### src/rtl/sa_pkg.sv
// Shared types and widths for the systolic-array skew feeder.
package sa_pkg;
    typedef enum logic [1:0] {
        S_IDLE,
        S_FEED,
        S_FLUSH,
        S_DONE
    } state_t;

    localparam int SA_WIDTH = 32;
    localparam int KLEN_W   = 16;
endpackage

### src/rtl/sa_skew_lane.sv
// One skew lane: DEPTH-stage shift register with enable and zero-fill.
module sa_skew_lane #(
    parameter int DEPTH = 1,
    parameter int WIDTH = 32
) (
    input  logic             CLK,
    input  logic             RST,
    input  logic             shift_en,
    input  logic             zero_fill,
    input  logic [WIDTH-1:0] d,
    output logic [WIDTH-1:0] q
);
    logic [DEPTH-1:0][WIDTH-1:0] sr;

    always_ff @(posedge CLK or negedge RST) begin
        if (!RST) begin
            sr <= '0;
        end else if (shift_en) begin
            sr[0] <= zero_fill ? '0 : d;
            for (int k = 1; k < DEPTH; k++) sr[k] <= sr[k-1];
        end
    end

    assign q = sr[DEPTH-1];
endmodule

### src/rtl/sa_skew_feeder.sv
// Skews A/B operand vectors into a systolic array and drains it with zeros.
// Optional SA_FEED_CLR_EN adds a one-cycle accumulator-clear pulse (clr).
module sa_skew_feeder
    import sa_pkg::*;
#(
    parameter int HPE   = 4,
    parameter int VPE   = 4,
    parameter int WIDTH = SA_WIDTH
) (
    input  logic                  CLK,
    input  logic                  RST,
    input  logic                  start,
    input  logic [KLEN_W-1:0]     k_len,
    input  logic                  in_valid,
    output logic                  in_ready,
    input  logic [WIDTH*HPE-1:0]  a_in,
    input  logic [WIDTH*VPE-1:0]  b_in,
    output logic [WIDTH*HPE-1:0]  a_out,
    output logic [WIDTH*VPE-1:0]  b_out,
    output logic                  out_valid,
    output logic                  busy,
`ifdef SA_FEED_CLR_EN
    output logic                  clr,
`endif
    output logic                  done
);
    localparam int FL_LEN = HPE + VPE - 1;
    localparam int FL_W   = $clog2(FL_LEN + 1);

    state_t            state;
    logic [KLEN_W-1:0] beat_cnt;
    logic [FL_W-1:0]   flush_cnt;
    logic              accept;
    logic              flushing;
    logic              shift_en;

    assign accept   = (state == S_FEED) && in_valid;
    assign flushing = (state == S_FLUSH);
    assign shift_en = accept || flushing;

    assign in_ready = (state == S_FEED);
    assign busy     = (state == S_FEED) || (state == S_FLUSH);
    assign done     = (state == S_DONE);

    always_ff @(posedge CLK or negedge RST) begin
        if (!RST) begin
            state     <= S_IDLE;
            beat_cnt  <= '0;
            flush_cnt <= '0;
            out_valid <= 1'b0;
        end else begin
            out_valid <= shift_en;
            case (state)
                S_IDLE: if (start) begin
                    if (k_len != '0) begin
                        state    <= S_FEED;
                        beat_cnt <= k_len;
                    end else begin
                        state <= S_DONE;
                    end
                end
                S_FEED: if (in_valid) begin
                    beat_cnt <= beat_cnt - 1'b1;
                    if (beat_cnt == KLEN_W'(1)) begin
                        state     <= S_FLUSH;
                        flush_cnt <= FL_W'(FL_LEN);
                    end
                end
                // drain long enough for the last beat to cross the whole array
                S_FLUSH: begin
                    flush_cnt <= flush_cnt - 1'b1;
                    if (flush_cnt == FL_W'(1)) state <= S_DONE;
                end
                S_DONE:  state <= S_IDLE;
                default: state <= S_IDLE;
            endcase
        end
    end

`ifdef SA_FEED_CLR_EN
    always_ff @(posedge CLK or negedge RST) begin
        if (!RST) clr <= 1'b0;
        else      clr <= (state == S_IDLE) && start;
    end
`endif

    for (genvar i = 0; i < HPE; i++) begin : g_a
        sa_skew_lane #(.DEPTH(i + 1), .WIDTH(WIDTH)) u_lane (
            .CLK       (CLK),
            .RST       (RST),
            .shift_en  (shift_en),
            .zero_fill (flushing),
            .d         (a_in[i*WIDTH +: WIDTH]),
            .q         (a_out[i*WIDTH +: WIDTH])
        );
    end

    for (genvar j = 0; j < VPE; j++) begin : g_b
        sa_skew_lane #(.DEPTH(j + 1), .WIDTH(WIDTH)) u_lane (
            .CLK       (CLK),
            .RST       (RST),
            .shift_en  (shift_en),
            .zero_fill (flushing),
            .d         (b_in[j*WIDTH +: WIDTH]),
            .q         (b_out[j*WIDTH +: WIDTH])
        );
    end
endmodule

### config.mk
export PLATFORM = sky130hd
export DESIGN_NAME = sa_skew_feeder
export DESIGN_NICKNAME = d
export VERILOG_FILES = /design/src/rtl/sa_pkg.sv /design/src/rtl/sa_skew_lane.sv /design/src/rtl/sa_skew_feeder.sv
export SDC_FILE = /design/constraint.sdc
export NUM_CORES = 1
export LEC_CHECK = 0
export ABC_AREA = 1
export BUFFER_PORTS_ARGS = -buffer_cell sky130_fd_sc_hd__buf_2
export CORE_MARGIN = 4
export CORE_UTILIZATION = 25
export DETAILED_ROUTE_END_ITERATION = 10
export GPL_TIMING_DRIVEN = 0
export MAX_ROUTING_LAYER = met4
export PLACE_DENSITY = 0.46
export SLEW_MARGIN = 10
export SYNTH_ARGS = -nofsm -noshare
export SYNTH_HDL_FRONTEND = slang
export SYNTH_SLANG_ARGS = --single-unit
### constraint.sdc
create_clock -name CLK -period 2.2 [get_ports CLK]
set_input_delay 0.44 -clock CLK [delete_from_list [all_inputs] [get_ports CLK]]
set_output_delay 0.44 -clock CLK [all_outputs]
set_load 0.005 [all_outputs]
## Word-level counts from Yosys, hierarchy flattened

Cells that the tools add are included.
W data, S select, Z words.

- Bits in registers: 662
- Memory bits (writable): 0
- Memories: 0
- Output and inout bits: 260
- Memory bits (read-only): 0
- Latch bits: 0
- Bits of input ports: 276

- Reductions and logical operators: 10
- Shift operators: 0
- Add/sub/neg operators: 2
- Bitwise operators: 0
- $mul: 0
- $lt $le $gt $ge: 0
- Multiplexer cells: 21
- Equal/unequal tests: 10
- Div/mod/pow operators: 0

Operator list:

| kind | number |
|---|---|
| $mux W32 | 8 |
| $mux W16 | 3 |
| $pmux W16 S2 | 1 |
| $eq A16 B1 Y1 const B | 1 |
| $reduce_bool A16 Y1 | 1 |
| $sub A16 B1 Y16 const B | 1 |
| $mux W2 | 5 |
| $pmux W2 S4 | 1 |
| $reduce_and A4 Y1 | 2 |
| $mux W3 | 2 |
| $ne A2 B2 Y1 const B | 3 |
| $pmux W3 S2 | 1 |
| $eq A2 B2 Y1 const B | 2 |
| $ne A2 B1 Y1 const B | 2 |
| $reduce_bool A2 Y1 | 2 |
| $eq A3 B1 Y1 const B | 1 |
| $reduce_and A3 Y1 | 1 |
| $sub A3 B1 Y3 const B | 1 |
| $eq A2 B1 Y1 const B | 1 |
| $logic_not A2 Y1 | 1 |
| $logic_or A1 B1 Y1 | 2 |
| $logic_and A1 B1 Y1 | 1 |

## Longest topological paths before layout

- Word-level depth: 4
- Depth in mapped cells: 11

## Modules after synthesis

From an unflattened synthesis, not the netlist that was laid out.

- Cell total of the unflattened synthesis: 3201
- Area, all modules: 28228.3 um2

Modules (own cells, without submodules):

| module | cells an instance | times used | area an instance (um2) |
|---|---|---|---|
| sa_skew_lane at g_a[3].u_lane ... | 577 | 2 | 5142.4 |
| sa_skew_lane at g_a[2].u_lane ... | 442 | 2 | 3963.8 |
| sa_skew_lane at g_a[1].u_lane ... | 306 | 2 | 2755.1 |
| sa_skew_lane at g_a[0].u_lane ... | 140 | 2 | 1362.6 |
| sa_skew_feeder | 271 | 1 | 1780.5 |

## Worst setup path before layout

Ideal clock, no wire load.

- Path type: reg-to-reg
- Start: reg state[1]
- End: reg g_a[2].u_lane.sr[52] (netlist bit)
- Setup time: 0.121 ns
- Period minus slack after synthesis: 1.656 ns
- Cell stages (with the launch flop): 11
- Setup slack: 0.544 ns
- Required time: 2.079 ns
- Data arrival time: 1.535 ns
- Path through: dfrtp_1 inv_1 ha_1 buf_4 nand2_2 inv_2 nor2_4 buf_6 buf_4 buf_2 o21ai_1

- Longest elaborated chain between the ends: 3
- Elaborated cells on any way between the ends: 4
- Classes of those cells: eq/ne (2); reduce/logical (2)

RTL lines:

| element | line | RTL |
|---|---|---|
| start, declared | sa_skew_feeder.sv:30 | `state_t state;` |
| start signal, assigned | sa_skew_feeder.sv:47 | `state <= S_IDLE;` |
| start signal, assigned | sa_skew_feeder.sv:56 | `state <= S_FEED;` |
| start signal, assigned | sa_skew_feeder.sv:59 | `state <= S_DONE;` |
| $eq A2 B1 Y1 | n/a |  |
| named net in_ready | sa_skew_feeder.sv:15 | `output logic in_ready,` |
| $logic_and A1 B1 Y1 | sa_skew_feeder.sv:37 | `assign accept = (state == S_FEED) && in_valid;` |
| $logic_or A1 B1 Y1 | sa_skew_feeder.sv:39 | `assign shift_en = accept \|\| flushing;` |
| end, declared | sa_skew_lane.sv:13 | `logic [DEPTH-1:0][WIDTH-1:0] sr;` |

The timed path passes the listed nets, and every way through them passes these cells.
A chain may end at the register's enable or synchronous reset.

## Final worst setup path

- Start: reg state[1]
- End: reg g_a[2].u_lane.sr[47] (netlist bit)

- Longest elaborated chain between the ends: 3
- Elaborated cells on any way between the ends: 4
- Classes of those cells: eq/ne (2); reduce/logical (2)

RTL lines:

| element | line |
|---|---|
| $eq A2 B1 Y1 | sa_skew_feeder.sv:37 |
| $logic_and A1 B1 Y1 | sa_skew_feeder.sv:37 |
| $logic_or A1 B1 Y1 * | sa_skew_feeder.sv:39 |

Mark *: on every way between the ends. The rest lies on a longest branch, timed or not.

==> flow_summary.yaml <==
logic_synthesis:
  yosysWarnings: 0
  ys_seq_area_share_pct: 60.6
  synth_nets: 3278
  synth_cell_type_count: 24
  syn_avg_cell_area_um2: 9.13
  synthCells: 2993
  syn_area_um2: 27300
  synth.ff_latch_count: 662
placed_design:
  gp_congestion: 0.799
  post-place-ws_ns: -0.439
  io_buffers: 535
  dp_hpwl_um: 65000
worst_setup_path:
  crit_path_start: "state[1]"
  max_stage_delay_ns: 0.39
  r2r_start: "state[1]"
  cpLargestDelayFamily: "buffers and inverters"
  crit_required_ns: 2.72
  cp_cell_sequence: "inv_1, ha_1, buf_4, nand2_2, inv_4, nor2_4, buf_12, buf_6, buf_4, o21ai_1"
  crit_type: "register to register"
  r2r_end: "g_a[2].u_lane.sr[47]"
  cp.arrival_ns: 2.60
  crit_top_cell: "buf_4"
  worst_setup_path_end_kind: "register"
  start_kind: "register"
  rrSetupSlack_ns: 0.12
  critPathSlowestCell: "dfrtp_1"
  crit_fanout: 10
  r2r_cells: 10
  path_buf_inv: 6
  crit_cells: 10
  crit_end: "g_a[2].u_lane.sr[47]"
final_layout:
  drive_gt1_share_pct: 26.9
  syn_to_final_growth_pct: 32.9
  final_core_util_pct: 33.4
  fillCellCount: 11500
  final_common_cell: "nand2_1"
  ff_latch_area_um2: 16600
  multi_input_area_um2: 7540
  mostFrequentLayoutCells: "nand2_1, dfrtp_1, buf_2, nand3_1, o21ai_0"
  nets: 4047
grt:
  overflow: 0
  antenna_found_initial: 13
  grt_pass1_wl_um: 140000
  grt_pass1_vias: 22600
  groute.usage.overall_pct: 16.3
  grt_max_degree: 103
clock_tree:
  cts_tree: "built"
  clkSinkCount: 662
  clkLatencyLatePin_ns: 0.66
  post_cts_buffers: 0
  cts.path.max_buffers: 3
  htree_levels: 3
  cts_made_buffers: 82
  cts.clk_slew.worst_paths_ns: 0.06
  cts-root-buf: "clkbuf_16"
route:
  drt-met1-wl_um: 41300
  drc: 0
  drtIter0Drc: 1246
  ant_nets: 0
  vias: 21800
  routed-wl-met2_um: 43200
  drtPass1Iterations: 5
  wl_um: 91100
  dr_wl_met3_um: 4660
  vias_per_cell: 4.16
  routedWlPerCell_um: 17.4
  dr.max_layer_used: "met4"
die:
  initial_core_util_pct: 25.1
  die-area_um2: 115000
  core_area_um2: 109000
  chipHeight_um: 339
  num_rows: 121
  io_pins: 536
  die_w_um: 339
pwr:
  leakage_nw: 19.1
  finalPower_w: 0.0494
  p_per_area_nw_per_um2: 1360
  ir_drop_uv: 604
sta:
  drv_slew: 0
  setup_viol: 0
  fin_crit_sh_pct: 94.5
  hold-worst-slack_ns: 0.0565
  finalClockSkew_ns: 0.0293
  hold_viol: 0
  max_freq_ghz: 0.481
  worst_pin_slew_ns: 0.652
  finalWorstSetupSlack_ns: 0.121
  max_slew_margin_pct: 56.5
  rsz0062_at_grt: "yes"
  period_minus_slack_ns: 2.08
job:
  drv_cap: 0
min_path:
  hold_class: "input port to register"
  min_from: "a_in[52]"
status:
  status: "finished clean"
metrics by stage:
step,setup TNS [ns],std cells,instance area (um2)
after detailed placement,-77.65,4948,32000
after floorplan,0,2993,27300
after CTS,-0.00980,5236,36200
final,0,5247,36300
after global placement,-9623.88,4942,31800
after global routing,-2.11,5244,36300
worst register-to-register path: cells and delay by family, from the launching register on:
| family | cells | cell delay [ns] |
|---|---|---|
| compound gates | 1 | 0.09 |
| fa+ha+maj | 1 | 0.20 |
| buf+inv | 6 | 1.03 |
| flops | 1 | 0.39 |
| simple gates | 2 | 0.24 |
metal layers:
| layer | track usage [%] | vias up |
|---|---|---|
| li1 | - | 10800 |
| met1 | 20.9 | 10500 |
| met2 | 26.1 | 432 |
| met3 | 3.25 | 113 |
| met4 | 4.65 | 0 |
| met5 | - | - |
flip-flops by register name, indices dropped and copies added (netlist names):
signal / cells
beat_cnt: 16
state: 2
g_b.u_lane.sr: 192
flush_cnt: 3
out_valid: 1
g_a.u_lane.q: 128
g_a.u_lane.sr: 192
g_b.u_lane.q: 128
report_power, final:
part | switching, W | leakage (nW) | total [W] | internal [W]
clock | 0.00561 | 1.31 | 0.0135 | 0.00787
combinational | 0.0107 | 9.10 | 0.0176 | 0.00685
sequential | 0.00190 | 8.65 | 0.0184 | 0.0165
worst min-delay path by stage:
stage | to | slack [ns] | depth (start not counted)
2_1_floorplan | beat_cnt[0] | 0.14 | 0
3_3_place_gp | g_a[2].u_lane.q[24] | 0.45 | 2
3_5_place_dp | g_b[2].u_lane.q[7] | 0.45 | 2
4_1_cts | g_b[2].u_lane.sr[22] | 0.0002 | 3
5_1_grt | g_b[1].u_lane.sr[0] | 0.03 | 3
6_report | g_a[1].u_lane.sr[20] | 0.06 | 3
cells in the mapped netlist, drive strengths merged:
master  count  share of area (%)
a21oi       4               0.10
buf       318                8.1
clkbuf     49               0.67
dfrtp     662                 61
ha          9               0.41
inv       221                3.0
nand2     990                 14
nand3     280                5.1
nand3b      1              0.027
nand4       3              0.069
nor2       44               0.63
o211ai      2              0.055
o21ai     404                7.4
o31ai       1              0.027
or2         4              0.092
xor2        1              0.032
kinds of logic after synthesis:
logic type,after synthesis,synth area share [%]
flops,662,60.6
xor+xnor,1,0.0320
compound gates,411,7.58
buf+inv,588,11.8
fa+ha+maj,9,0.412
simple gates,1322,19.6
what timing repair did:
item / CTS / global route
setup endpoints to repair: 546 / 532
gates cloned: 0 / 0
pin swaps: 0 / 0
endpoints found under the hold margin: 232 / 0
hold buffers: 145 / 0
resized for setup: 56 / 78
cell type report:
| class | count | share of cell area, % |
|---|---|---|
| clock buffers | 115 | 6.37 |
| flip-flops and latches | 662 | 45.6 |
| clock inverters | 28 | 0.933 |
| multi-input cells | 1743 | 20.7 |
| plain buffers | 366 | 7.26 |
| well taps | 1414 | 4.87 |
| repair buffers | 686 | 11.9 |
| diodes | 12 | 0.0826 |
| inverters | 221 | 2.30 |
(Power assumes the default switching activity.)
